### src/rtl/alu_share_arbiter.sv
// alu_share_arbiter: one shared ALU, round-robin between two valid/ready requesters.
// Define ALU_FLAGS_EN to add {carry, zero} flag outputs per response port.
module alu_share_arbiter #(
  parameter int DATA_W  = 8,
  parameter int RR_INIT = 0
) (
  input  logic              clock,
  input  logic              reset_n,
  input  logic              req0_valid,
  output logic              req0_ready,
  input  logic [2:0]        req0_op,
  input  logic [DATA_W-1:0] req0_a,
  input  logic [DATA_W-1:0] req0_b,
  output logic              rsp0_valid,
  input  logic              rsp0_ready,
  output logic [DATA_W-1:0] rsp0_data,
  input  logic              req1_valid,
  output logic              req1_ready,
  input  logic [2:0]        req1_op,
  input  logic [DATA_W-1:0] req1_a,
  input  logic [DATA_W-1:0] req1_b,
  output logic              rsp1_valid,
  input  logic              rsp1_ready,
  output logic [DATA_W-1:0] rsp1_data,
`ifdef ALU_FLAGS_EN
  output logic [1:0]        rsp0_flags,
  output logic [1:0]        rsp1_flags,
`endif
  output logic              busy,
  output logic              grant_id
);
  typedef enum logic [1:0] {IDLE = 2'd0, EXEC = 2'd1, RESP = 2'd2} state_t;
  state_t            state;
  logic              rr_ptr;
  logic [2:0]        op_q;
  logic [DATA_W-1:0] a_q, b_q, res_q, alu;
  logic              gnt, accept, rsp_hs;
  // Grant is decided combinationally so ready can rise in the same IDLE cycle.
  assign gnt        = (req0_valid & req1_valid) ? rr_ptr : req1_valid;
  assign accept     = reset_n & (state == IDLE) & (req0_valid | req1_valid);
  assign req0_ready = accept & ~gnt;
  assign req1_ready = accept & gnt;
  assign rsp0_valid = (state == RESP) & ~grant_id;
  assign rsp1_valid = (state == RESP) & grant_id;
  assign rsp0_data  = res_q;
  assign rsp1_data  = res_q;
  assign rsp_hs     = grant_id ? (rsp1_valid & rsp1_ready) : (rsp0_valid & rsp0_ready);
  assign busy       = (state != IDLE);
  always_comb begin
    case (op_q)
      3'd0:    alu = a_q - b_q;
      3'd1:    alu = a_q + b_q;
      3'd2:    alu = a_q & b_q;
      3'd3:    alu = a_q | b_q;
      3'd4:    alu = a_q ^ b_q;
      3'd5:    alu = DATA_W'(5);
      default: alu = DATA_W'(b_q[3:0]);
    endcase
  end
`ifdef ALU_FLAGS_EN
  logic [1:0] flags_q;
  logic       carry;
  // A wrapped sum is smaller than either addend exactly when the add carried out.
  assign carry      = (op_q == 3'd1) ? ((a_q + b_q) < a_q) : (op_q == 3'd0) ? (a_q < b_q) : 1'b0;
  assign rsp0_flags = flags_q;
  assign rsp1_flags = flags_q;
  always_ff @(posedge clock or negedge reset_n)
    if (!reset_n) flags_q <= '0;
    else if (state == EXEC) flags_q <= {carry, alu == '0};
`endif
  always_ff @(posedge clock or negedge reset_n) begin
    if (!reset_n) begin
      state    <= IDLE;
      rr_ptr   <= 1'(RR_INIT);
      op_q     <= '0;
      a_q      <= '0;
      b_q      <= '0;
      res_q    <= '0;
      grant_id <= 1'b0;
    end else begin
      case (state)
        IDLE: if (accept) begin
          op_q     <= gnt ? req1_op : req0_op;
          a_q      <= gnt ? req1_a : req0_a;
          b_q      <= gnt ? req1_b : req0_b;
          grant_id <= gnt;
          state    <= EXEC;
        end
        EXEC: begin
          res_q <= alu;
          state <= RESP;
        end
        RESP: if (rsp_hs) begin
          rr_ptr <= ~grant_id;
          state  <= IDLE;
        end
        default: state <= IDLE;
      endcase
    end
  end
endmodule
### config.mk
export PLATFORM = sky130hd
export DESIGN_NAME = alu_share_arbiter
export DESIGN_NICKNAME = d
export VERILOG_FILES = /design/src/rtl/alu_share_arbiter.sv
export SDC_FILE = /design/constraint.sdc
export NUM_CORES = 1
export LEC_CHECK = 0
export CAP_MARGIN = 20
export CORE_UTILIZATION = 53
export CTS_CLUSTER_SIZE = 20
export DETAILED_ROUTE_END_ITERATION = 6
export GPL_TIMING_DRIVEN = 0
export PLACE_DENSITY = 0.94
export SLEW_MARGIN = 10
export SYNTH_ARGS = -nofsm -noshare
export SYNTH_HDL_FRONTEND = slang
export SYNTH_SLANG_ARGS = --single-unit
### constraint.sdc
create_clock -name clock -period 4.17 [get_ports clock]
set_input_delay 0.6255 -clock clock [delete_from_list [all_inputs] [get_ports clock]]
set_output_delay 0.6255 -clock clock [all_outputs]
set_load 0.02 [all_outputs]
# Word-level counts from Yosys, hierarchy flattened
# Index checks and enable logic that the tools add are counted.
# word_totals
word_cells,48
ff_bits,31
romBits,0
in_bits,44
memories,0
latchBits,0
mem_bits_rw,0
# classes
n_mux,9
reduce_logical,6
n_addsub,2
bitwise,15
magnitude_cmp,0
n_mul,0
n_div,0
shifts,0
eq_ne,9
# op_table
op,n
$pmux 8 s6,1
$mux 8,2
$and 1x1->1,9
$add 8x8->8,1
$and 8x8->8,1
$or 8x8->8,1
$sub 8x8->8,1
$xor 8x8->8,1
$eq 3x2->1 const B,2
$eq 3x3->1 const B,2
$pmux 2 s3,1
$reduce_and 2->1,3
$mux 2,2
$ne 2x2->1 const B,2
$eq 3x1->1 const B,1
$logic_not 3->1,1
$mux 3,1
$eq 2x1->1 const B,1
$eq 2x2->1 const B,1
$logic_not 2->1,1
$mux 1,2
$not 1->1,2
$reduce_bool 2->1,1
$or 1x1->1,1

# Depth between registers and ports, before layout
# Gate-level depths: netlist of run 1.
# depth
ltp_word,6
depth_mapped,12
ltp_nobuf,11

# Worst setup path after synthesis of run 1
# No wires, ideal clock.
# synth_timing
path_type,flip-flop to flip-flop
startpoint,register op_q[1]
endpoint,register res_q[4] (netlist: rsp0_data[4])
setup_time_ns,0.129
n_path_buf,1
t_required_ns,4.041
path_slack_ns,1.818
period_less_slack_ns,2.352
arrival_time_ns,2.223
stages_incl_launch_ff,12
cell_sequence,dfrtp_1 -> buf_4 -> nor2_1 -> nand2_1 -> a21o_1 -> inv_1 -> fa_1 -> nor2b_1 -> o21a_1 -> or3_1 -> a221oi_1 -> o31ai_1
# synth_via
elab_chain_cells,2
# synth_lines
item,line_no,rtl
"start, declared",35,logic [2:0] op_q;
"start signal, assigned",83,op_q <= gnt ? req1_op : req0_op;
$eq 3x3->1 (tied with other cells),50,case (op_q)
$pmux 8 s6 *,50,
"end signal, assigned",90,res_q <= alu;
"end, declared",36,"logic [DATA_W-1:0] a_q, b_q, res_q, alu;"
# Every way passes the cells marked *; elsewhere a longest branch is shown, timed or not.
# A chain may end at the register's enable or synchronous reset.

# Worst setup path in the final report of run 1
# layout_timing
startpoint,input port reset_n
endpoint,output port req0_ready
# layout_via
elab_chain_cells,3
# layout_lines
item,line_no,rtl
"start, declared",8,"input logic reset_n,"
$and 1x1->1 (2 in series),40,assign accept = reset_n & (state == IDLE) & (req0_valid | req1_valid);
$and 1x1->1,41,assign req0_ready = accept & ~gnt;
"end, declared",10,"output logic req0_ready,"
# Every way passes these cells.

==> flow_summary.yaml, run 1 <==
place:
  port_buffers: 65
  place.gp.congestion: 0.9273
  dp_hpwl_mm: 4.722
  place_area_sq_um: 3141
  post-place-ws_ps: 696.7
pwr:
  p_per_area_nw_per_um2: 828.8
  peakVddDrop_mv: 0.4009
  power_w: 0.002713
  p_leak_nw: 1.552
sta:
  period_needed_ps: 3419
  hold_viol: 0
  rsz0062_at_grt: "no"
  drv_slew: 0
  min_period_over_period: 0.8200
  setup_ws_ps: 750.8
  worst_pin_slew_ps: 675.3
  skew_ps: 7.295
  fmax_mhz: 292.5
  setup_viol: 0
  max_slew_margin: 0.5498
die:
  ioPinCount: 66
  start_util: 0.5542
  rows: 24
  core_sq_um: 4384
  die_area_sq_um: 4859
  die-height_microns: 69.71
  die_w_microns: 69.71
clock_tree:
  cts_setup_buffers: 0
  cts_tree: "yes"
  cts_buffer_depth: 2
  clock_sink_count: 31
  cts_buffers: 5
  clk_latency_ps: 290
  cts_hold_buf: 0
  cts_root_buf: "clkbuf_8"
  cts_htree_levels: 2
  clk_pin_slew_ps: 70
  ctsResizeCount: 0
finish:
  finalInstanceArea_sq_um: 3273
  n_antenna_cell: 0
  nFillCells: 309
  syn_to_final_growth_pct: 34.71
  fin_util: 0.7466
  nets: 423
  drive_gt1_frac: 0.07910
logic_synthesis:
  seq_area_frac_synth: 0.3193
  synth_flop_cell: "dfrtp_1"
  synthAdderAreaFrac: 0.1370
  synth_edf_count: 0
  postSynthAreaPerCell_sq_um: 8.647
  synth_top_family_by_area: "compound AO/OA/AOI/OAI gates"
  synth.area.mux_share: 0.09629
  syn_inst: 281
  yosysWarnings: 0
  syn_nets: 351
  synth_xor_area_frac: 0.03244
  yosysUniqueCellTypes: 43
  synthArstFlopShare: 1.000
  syn_area_sq_um: 2430
  ys_seq_elements: 31
  synth-simple-area-share: 0.1432
  synth-compound-area-share: 0.1792
flow_run:
  cap_violations: 0
worst_setup_path:
  reg2regPathDepth: 12
  startpoint_type: "input pin"
  cp-end-kind: "primary output"
  worst-path-max-fanout: 32
  crit_slowest_cell: "clkdlybuf4s50_1"
  cp.arrival_ps: 2790
  crit_type: "input pin to primary output"
  required_ps: 3540
  r2r-start: "op_q[1]"
  reg2reg_slack_ps: 1390
  worstPathCellList: "buf_2, o211ai_1, inv_1, clkbuf_1, and2_1, clkdlybuf4s50_1"
  timing.rr.end: "rsp0_data[6]"
  max_stage_delay_ps: 610
global_routing:
  grt_overflow: 0
  grt_pass1_wl_mm: 10.45
  gr-usage-all-layers: 0.2739
  grt_max_degree: 33
  antenna_found_initial: 0
  grt_pass1_vias: 2277
drt:
  drc_errors: 0
  first_pass_iters: 4
  viasPerCell: 5.672
  drtIter0Drc: 170
  post_drt_wl_per_cell_microns: 14.85
  ant_nets: 0
  wirelength_mm: 6.031
  vias: 2303
outcome:
  status: "completed"
hold_path:
  hp-class: "input pin to asynchronous set/reset pin"
-- where the power goes --
group	internal, W	leakage [nW]	switching (W)	total [W]
combinational	0.000823	1.13	0.000922	0.00174
sequential	0.000442	0.355	0.000168	0.000610
clock	0.000239	0.0654	0.000119	0.000358
-- critical path, delay by kind of cell --
kind	cells	cell delay, ps
simple gates	1	190
compound gates	1	290
buf+inv	4	1680
-- registers in the layout, summed over array words and instances, names as in the netlist --
name	count
rr_ptr	1
grant_id	1
a_q	8
op_q	3
rsp0_data	8
state	2
b_q	8
-- synthesized netlist by cell type, types with 2 or more instances --
cell type,n,area [sq um]
clkbuf_1,5,18.77
nor3b_2,2,25.02
xor2_1,2,17.52
o41ai_1,2,17.52
buf_6,2,22.52
ha_1,25,312.8
nor2_1,33,123.9
o21ai_0,21,105.1
xnor2_1,7,61.31
nor3_1,2,10.01
or3_1,2,12.51
nand2b_1,4,25.02
inv_1,24,90.09
nand2_1,22,82.58
nor2b_1,5,31.28
buf_2,3,15.01
o211ai_1,3,22.52
a22o_1,3,26.28
a21oi_1,26,130.1
nor3b_1,2,15.01
a22oi_1,2,15.01
o22ai_1,3,18.77
buf_4,10,75.07
mux2i_1,20,200.2
dfrtp_1,31,775.7
a21o_1,3,22.52
-- metrics by stage --
stage | hold slack (ps) | setup TNS (ps) | cells
finish | 362.1 | 0 | 406
global route | 433.7 | 0 | 406
CTS | 404.6 | 0 | 406
detailed placement | 494.2 | 0 | 398
global placement | 484.2 | -257.0 | 398
floorplan | 329.9 | 0 | 281
-- cells by family after synthesis --
family	Yosys count
AOI/OAI and AO/OA	73
xor gates and xnor gates	9
adders and majority gates	26
buffers and inverters	45
DFF	31
muxes	22
and+or+nand+nor	75
-- worst max-delay path by stage --
| stage | cells past startpoint | end | slack (ps) | start |
|---|---|---|---|---|
| after floorplan | 11 | rsp0_data[4] | 1820 | op_q[1] |
| after global placement | 6 | req0_ready | -260 | reset_n |
| after detailed placement | 6 | req0_ready | 700 | reset_n |
| after CTS | 6 | req0_ready | 680 | reset_n |
| after global routing | 6 | req0_ready | 460 | reset_n |
| final | 6 | req0_ready | 750 | reset_n |
-- cell type report --
class	count	area [sq um]	share of cell area
buffer	20	131.4	0.04014
inverter	25	93.84	0.02867
tap	52	65.06	0.01988
timing repair buffer	65	645.6	0.1972
clock inverter	2	60.06	0.01835
clock buffer	6	72.57	0.02217
sequential	31	775.7	0.2370
multi-input combinational	205	1429	0.4365
-- routing by layer --
metal	track usage	vias to the layer above	wire, microns
met5	0	-	0
met4	0.06444	0	95
met3	0.06541	11	369
met2	0.4865	93	3135
met1	0.3346	1092	2431
li1	-	1107	-
-- placed cells by master (no fill, tap or decap), types with 3 or more instances in the layout --
| cell type | netlist | routed |
|---|---|---|
| nand2_1 | 22 | 22 |
| nor2b_1 | 5 | 5 |
| a21o_1 | 3 | 3 |
| nand2b_1 | 4 | 4 |
| clkdlybuf4s50_1 | 0 | 64 |
| clkbuf_8 | 0 | 5 |
| buf_2 | 3 | 4 |
| ha_1 | 25 | 25 |
| dfrtp_1 | 31 | 31 |
| o211ai_1 | 3 | 3 |
| nor2_1 | 33 | 33 |
| o21ai_0 | 21 | 21 |
| buf_4 | 10 | 10 |
| mux2i_1 | 20 | 20 |
| a22o_1 | 3 | 3 |
| inv_1 | 24 | 24 |
| clkbuf_1 | 5 | 6 |
| a21oi_1 | 26 | 26 |
| xnor2_1 | 7 | 7 |
| o22ai_1 | 3 | 3 |
Power figures use the tool's default switching activity.
==> inputs of run 2 (changes only) <==
Settings changed: CORE_UTILIZATION 53 to 49, PLACE_DENSITY 0.94 to 0.88.
Clock period 4.17 ns to 3.5 ns, I/O delays scaled along.
==> run 2 against run 1 <==
Sequential cell count stayed put. Routed wire length is 5.9% lower. Die area is 7.9% higher. Final cell count is 3.4% higher. Largest cell class unchanged.
==> flow_summary.yaml, run 2 (synthesized netlist as in run 1, its figures left out) <==
pwr:
  p_comb_frac: 0.668
  sequentialPowerShare: 0.237
  power_frac_clock: 0.095
  peakVddDrop_mv: 0.3838
  p_leak_nw: 1.535
  internal_power_w: 0.001657
  p_per_area_nw_per_um2: 937.6
  netSwitchingPower_w: 0.001390
  switching_share: 0.4561
clock_tree:
  cts_tree: "yes"
  clock_sink_count: 31
  cts_root_buf: "clkbuf_8"
  ctsResizeCount: 0
  cts_buffers: 5
  clk_latency_ps: 290
  cts_setup_buffers: 0
  cts_buffer_depth: 2
  cts_htree_levels: 2
  cts_hold_buf: 0
  clk_pin_slew_ps: 70
global_routing:
  grt_pass1_vias: 2055
  gr-usage-all-layers: 0.2403
  antenna_found_initial: 0
  grt.met1_usage: 0.3201
  gr-usage-met2: 0.3977
  grt.busiest_layer: "met2"
  grt_pass1_wl_mm: 9.597
  grt_overflow: 0
  met3_usage: 0.04444
  grt_max_degree: 33
drt:
  drc_errors: 0
  viasPerCell: 5.326
  ant_nets: 0
  wirelength_mm: 5.676
  first_pass_iters: 7
  drtIter0Drc: 140
  vias: 2237
  post_drt_wl_per_cell_microns: 13.51
sta:
  hold_viol: 0
  period_needed_ps: 2979
  fin_hold_ws_ps: 198.4
  drv_slew: 0
  min_period_over_period: 0.8510
  setup_ws_ps: 521.4
  worst_pin_slew_ps: 470.0
  fmax_mhz: 335.7
  rsz0062_at_grt: "no"
  setup_viol: 0
  skew_ps: 4.935
  max_slew_margin: 0.6867
place:
  dp_hpwl_mm: 4.407
  place_area_sq_um: 3159
  place_inst: 413
  post-place-ws_ps: 233.8
  place.gp.congestion: 0.8878
  port_buffers: 65
finish:
  fin_cells: 420
  finalInstanceArea_sq_um: 3249
  final_common_cell: "clkdlybuf4s50_1"
  n_antenna_cell: 0
  fin_util: 0.6834
  mostFrequentLayoutCells: "clkdlybuf4s50_1, nor2_1, dfrtp_1, a21oi_1, ha_1"
  nets: 423
  syn_to_final_growth_pct: 33.73
  drive_gt1_frac: 0.07932
worst_setup_path:
  startpoint_type: "input pin"
  crit_slowest_cell: "clkdlybuf4s50_1"
  required_ps: 2970
  cp-end-kind: "primary output"
  critical-path-top-delay-family: "buffers and inverters"
  crit_type: "input pin to primary output"
  cp.arrival_ps: 2450
  max_stage_delay_ps: 600
  worst-path-max-fanout: 10
  cp_num_buf_inv: 4
  crit_top_cell: "clkdlybuf4s50_1"
  worstPathCellList: "clkdlybuf4s50_1, inv_1, o21ai_1, buf_2, and2_1, clkdlybuf4s50_1"
flow_run:
  cap_violations: 0
die:
  core_sq_um: 4755
  rows: 25
  start_util: 0.5111
  die_area_sq_um: 5245
  die-height_microns: 72.42
  die_w_microns: 72.42
  ioPinCount: 66
outcome:
  status: "completed"
hold_path:
  hp-class: "input pin to asynchronous set/reset pin"
## run 2: cell types whose count changed in the layout (fill, tap and decap cells not counted), sizes merged
| cell | delta |
|---|---|
| bufinv | -2 |
| buf | -1 |
| clkbuf | +1 |
| clkinv | +1 |
## run 2: per-layer routing
layer / routed length, microns / share of wire
met4: 64 / 0.011
met1: 2448 / 0.43
met2: 2773 / 0.49
met5: 0 / 0
met3: 390 / 0.069
## run 2: through the flow
step                power (W)  setup TNS, ps
floorplan            0.002142              0
global placement     0.002665         -970.0
detailed placement   0.002742              0
CTS                  0.003048              0
global route         0.003321              0
finish               0.003046              0
## run 2: power by group through the flow
stage,Sequential (W),Combinational (W),Clock [W]
floorplan,0.000730,0.00141,0
CTS,0.000717,0.00204,0.000295
finish,0.000721,0.00204,0.000290
global route,0.000740,0.00227,0.000312
global placement,0.000713,0.00195,0
detailed placement,0.000723,0.00202,0
## run 2: final timing paths
kind / from / endpoint / slack [ps] / cells after the start
min reg2reg: rsp0_data[4] / rsp0_data[4] / 500 / 2
min in group clock: rsp0_data[4] / rsp0_data[4] / 500 / 2
max in group asynchronous: reset_n / b_q[3] / 2990 / 1
max reg2reg: op_q[1] / rsp0_data[4] / 800 / 12
min: reset_n / rsp0_data[2] / 200 / 1
max: req0_valid / req0_ready / 520 / 6
## run 2: cell type report
type,instances,area [sq um]
repair buffers,65,648.1
multi-input cells,205,1429
well taps,67,83.83
flip-flops and latches,31,775.7
inverters,25,93.84
clock buffers,6,82.58
clock inverters,1,5.005
fillers,405,1505
plain buffers,20,131.4
==> inputs of run 3 (changes only) <==
Settings changed: REMOVE_ABC_BUFFERS from default to 1.
==> run 3 against run 2 <==
Power is 1.1% higher. Sequential share of layout area increased by 0.46 points. Critical path depth down 1. Register-to-register slack worse by 340 ps. Global-route usage down 2.4 points. Fmax shrank 12%. Via count down 5.3%. Clock skew is essentially flat. Combinational power shrank 8%. Routed wire length down 6.5%. Worst hold slack better by 85 ps.
==> flow_summary.yaml, run 3 (synthesized netlist as in run 1, its figures left out) <==
finish:
  mostFrequentLayoutCells: "clkdlybuf4s50_1, nor2_1, dfrtp_1, a21oi_1, ha_1"
  syn_to_final_growth_pct: 31.21
  final_common_cell: "clkdlybuf4s50_1"
  drive_gt1_frac: 0.05060
  n_antenna_cell: 0
  nets: 405
sta:
  fmax_mhz: 296.1
  hold_viol: 0
  max_slew_margin: 0.5044
  setup_ws_ps: 122.3
  min_period_over_period: 0.9651
  skew_ps: 4.933
  worst_pin_slew_ps: 739.4
  fin_hold_ws_ps: 283.2
  drv_slew: 0
  tns_ps: 0
  period_needed_ps: 3378
  setup_viol: 0
worst_setup_path:
  crit_type: "input pin to primary output"
  cp-end-kind: "primary output"
  cp.arrival_ps: 2850
  worst-path-max-fanout: 20
  required_ps: 2970
  startpoint_type: "input pin"
die:
  start_util: 0.5111
  core_sq_um: 4755
  die_w_microns: 72.42
  die-height_microns: 72.42
  ioPinCount: 66
  die_area_sq_um: 5245
  rows: 25
place:
  post-place-ws_ps: -130.5
  port_buffers: 65
  place.gp.congestion: 0.9091
  dp_hpwl_mm: 3.916
drt:
  viasPerCell: 5.256
  post_drt_wl_per_cell_microns: 13.17
  wirelength_mm: 5.308
  drtIter0Drc: 158
  vias: 2118
  drc_errors: 0
  ant_nets: 0
  first_pass_iters: 4
global_routing:
  grt_pass1_wl_mm: 8.797
  grt_overflow: 0
  grt_max_degree: 41
  gr-usage-all-layers: 0.2158
  grt_pass1_vias: 1942
  antenna_found_initial: 0
clock_tree:
  clk_latency_ps: 290
  clock_sink_count: 31
  cts_setup_buffers: 0
  cts_buffers: 5
  clk_pin_slew_ps: 60
  cts_buffer_depth: 2
  cts_root_buf: "clkbuf_8"
  cts_tree: "yes"
  cts_hold_buf: 0
  cts_htree_levels: 2
hold_path:
  hp-class: "input pin to asynchronous set/reset pin"
outcome:
  status: "completed"
flow_run:
  cap_violations: 0
pwr:
  p_per_area_nw_per_um2: 966.0
  p_leak_nw: 1.474
  peakVddDrop_mv: 0.4107
-- run 3: cell count changes in the layout (fill, tap and decap cells not counted), moves of 2 or more --
cell / before / now
buf_4: 10 / 0
buf_2: 3 / 1
buf_6: 2 / 0
bufinv_16: 0 / 2
clkbuf_1: 5 / 1
-- run 3: cell type report --
type | instances | area (sq um)
clock buffers | 6 | 72.57
clock inverters | 2 | 60.06
fillers | 408 | 1567
inverters | 25 | 97.59
multi-input cells | 205 | 1433
flip-flops and latches | 31 | 775.7
well taps | 67 | 83.83
repair buffers | 66 | 660.6
repair inverters | 1 | 5.005
-- run 3: metrics by stage --
stage                     cell area, sq um  utilization  std cells  power (W)
after floorplan                       2298            -        261   0.002032
after global placement                3033       0.6379        393   0.002537
after detailed placement              3047       0.6408        394   0.002626
after CTS                             3183       0.6695        402   0.003068
after global routing                  3188       0.6705        403   0.003361
final                                 3188       0.6705        403   0.003080
-- run 3: where the power goes --
group / internal [W] / switching [W]
Clock: 0.000284 / 0.000138
Sequential: 0.000525 / 0.000259
Combinational: 0.000895 / 0.000979
Total: 0.00170 / 0.00137
-- run 3: worst paths after layout --
kind / to / startpoint / depth (start not counted) / slack, ps
max: req0_ready / req1_valid / 5 / 120
min: b_q[7] / reset_n / 1 / 280
max reg2reg: rsp0_data[7] / op_q[1] / 9 / 460
min reg2reg: rsp0_data[5] / rsp0_data[5] / 2 / 500
max in group asynchronous: a_q[5] / reset_n / 1 / 2750
min in group clock: rsp0_data[5] / rsp0_data[5] / 2 / 500
-- run 3: worst max-delay path, stage by stage --
cell             delay, ps
clkdlybuf4s50_1        430
o211ai_1               560
clkinvlp_4             530
and2_1                 270
clkdlybuf4s50_1        530
-- run 3: repair_timing --
item                       4_1_cts  5_1_grt
gates cloned                     0        1
gates resized for setup          1        0
pin swaps                        0        0
setup endpoints to repair        1        1
-- run 3: routing by layer --
layer	global-route usage	vias to the layer above	routed length [microns]
met3	0.04167	5	236
met4	0.05229	0	40
met5	0	-	0
met2	0.3666	62	2611
met1	0.2832	984	2420
li1	-	1067	-
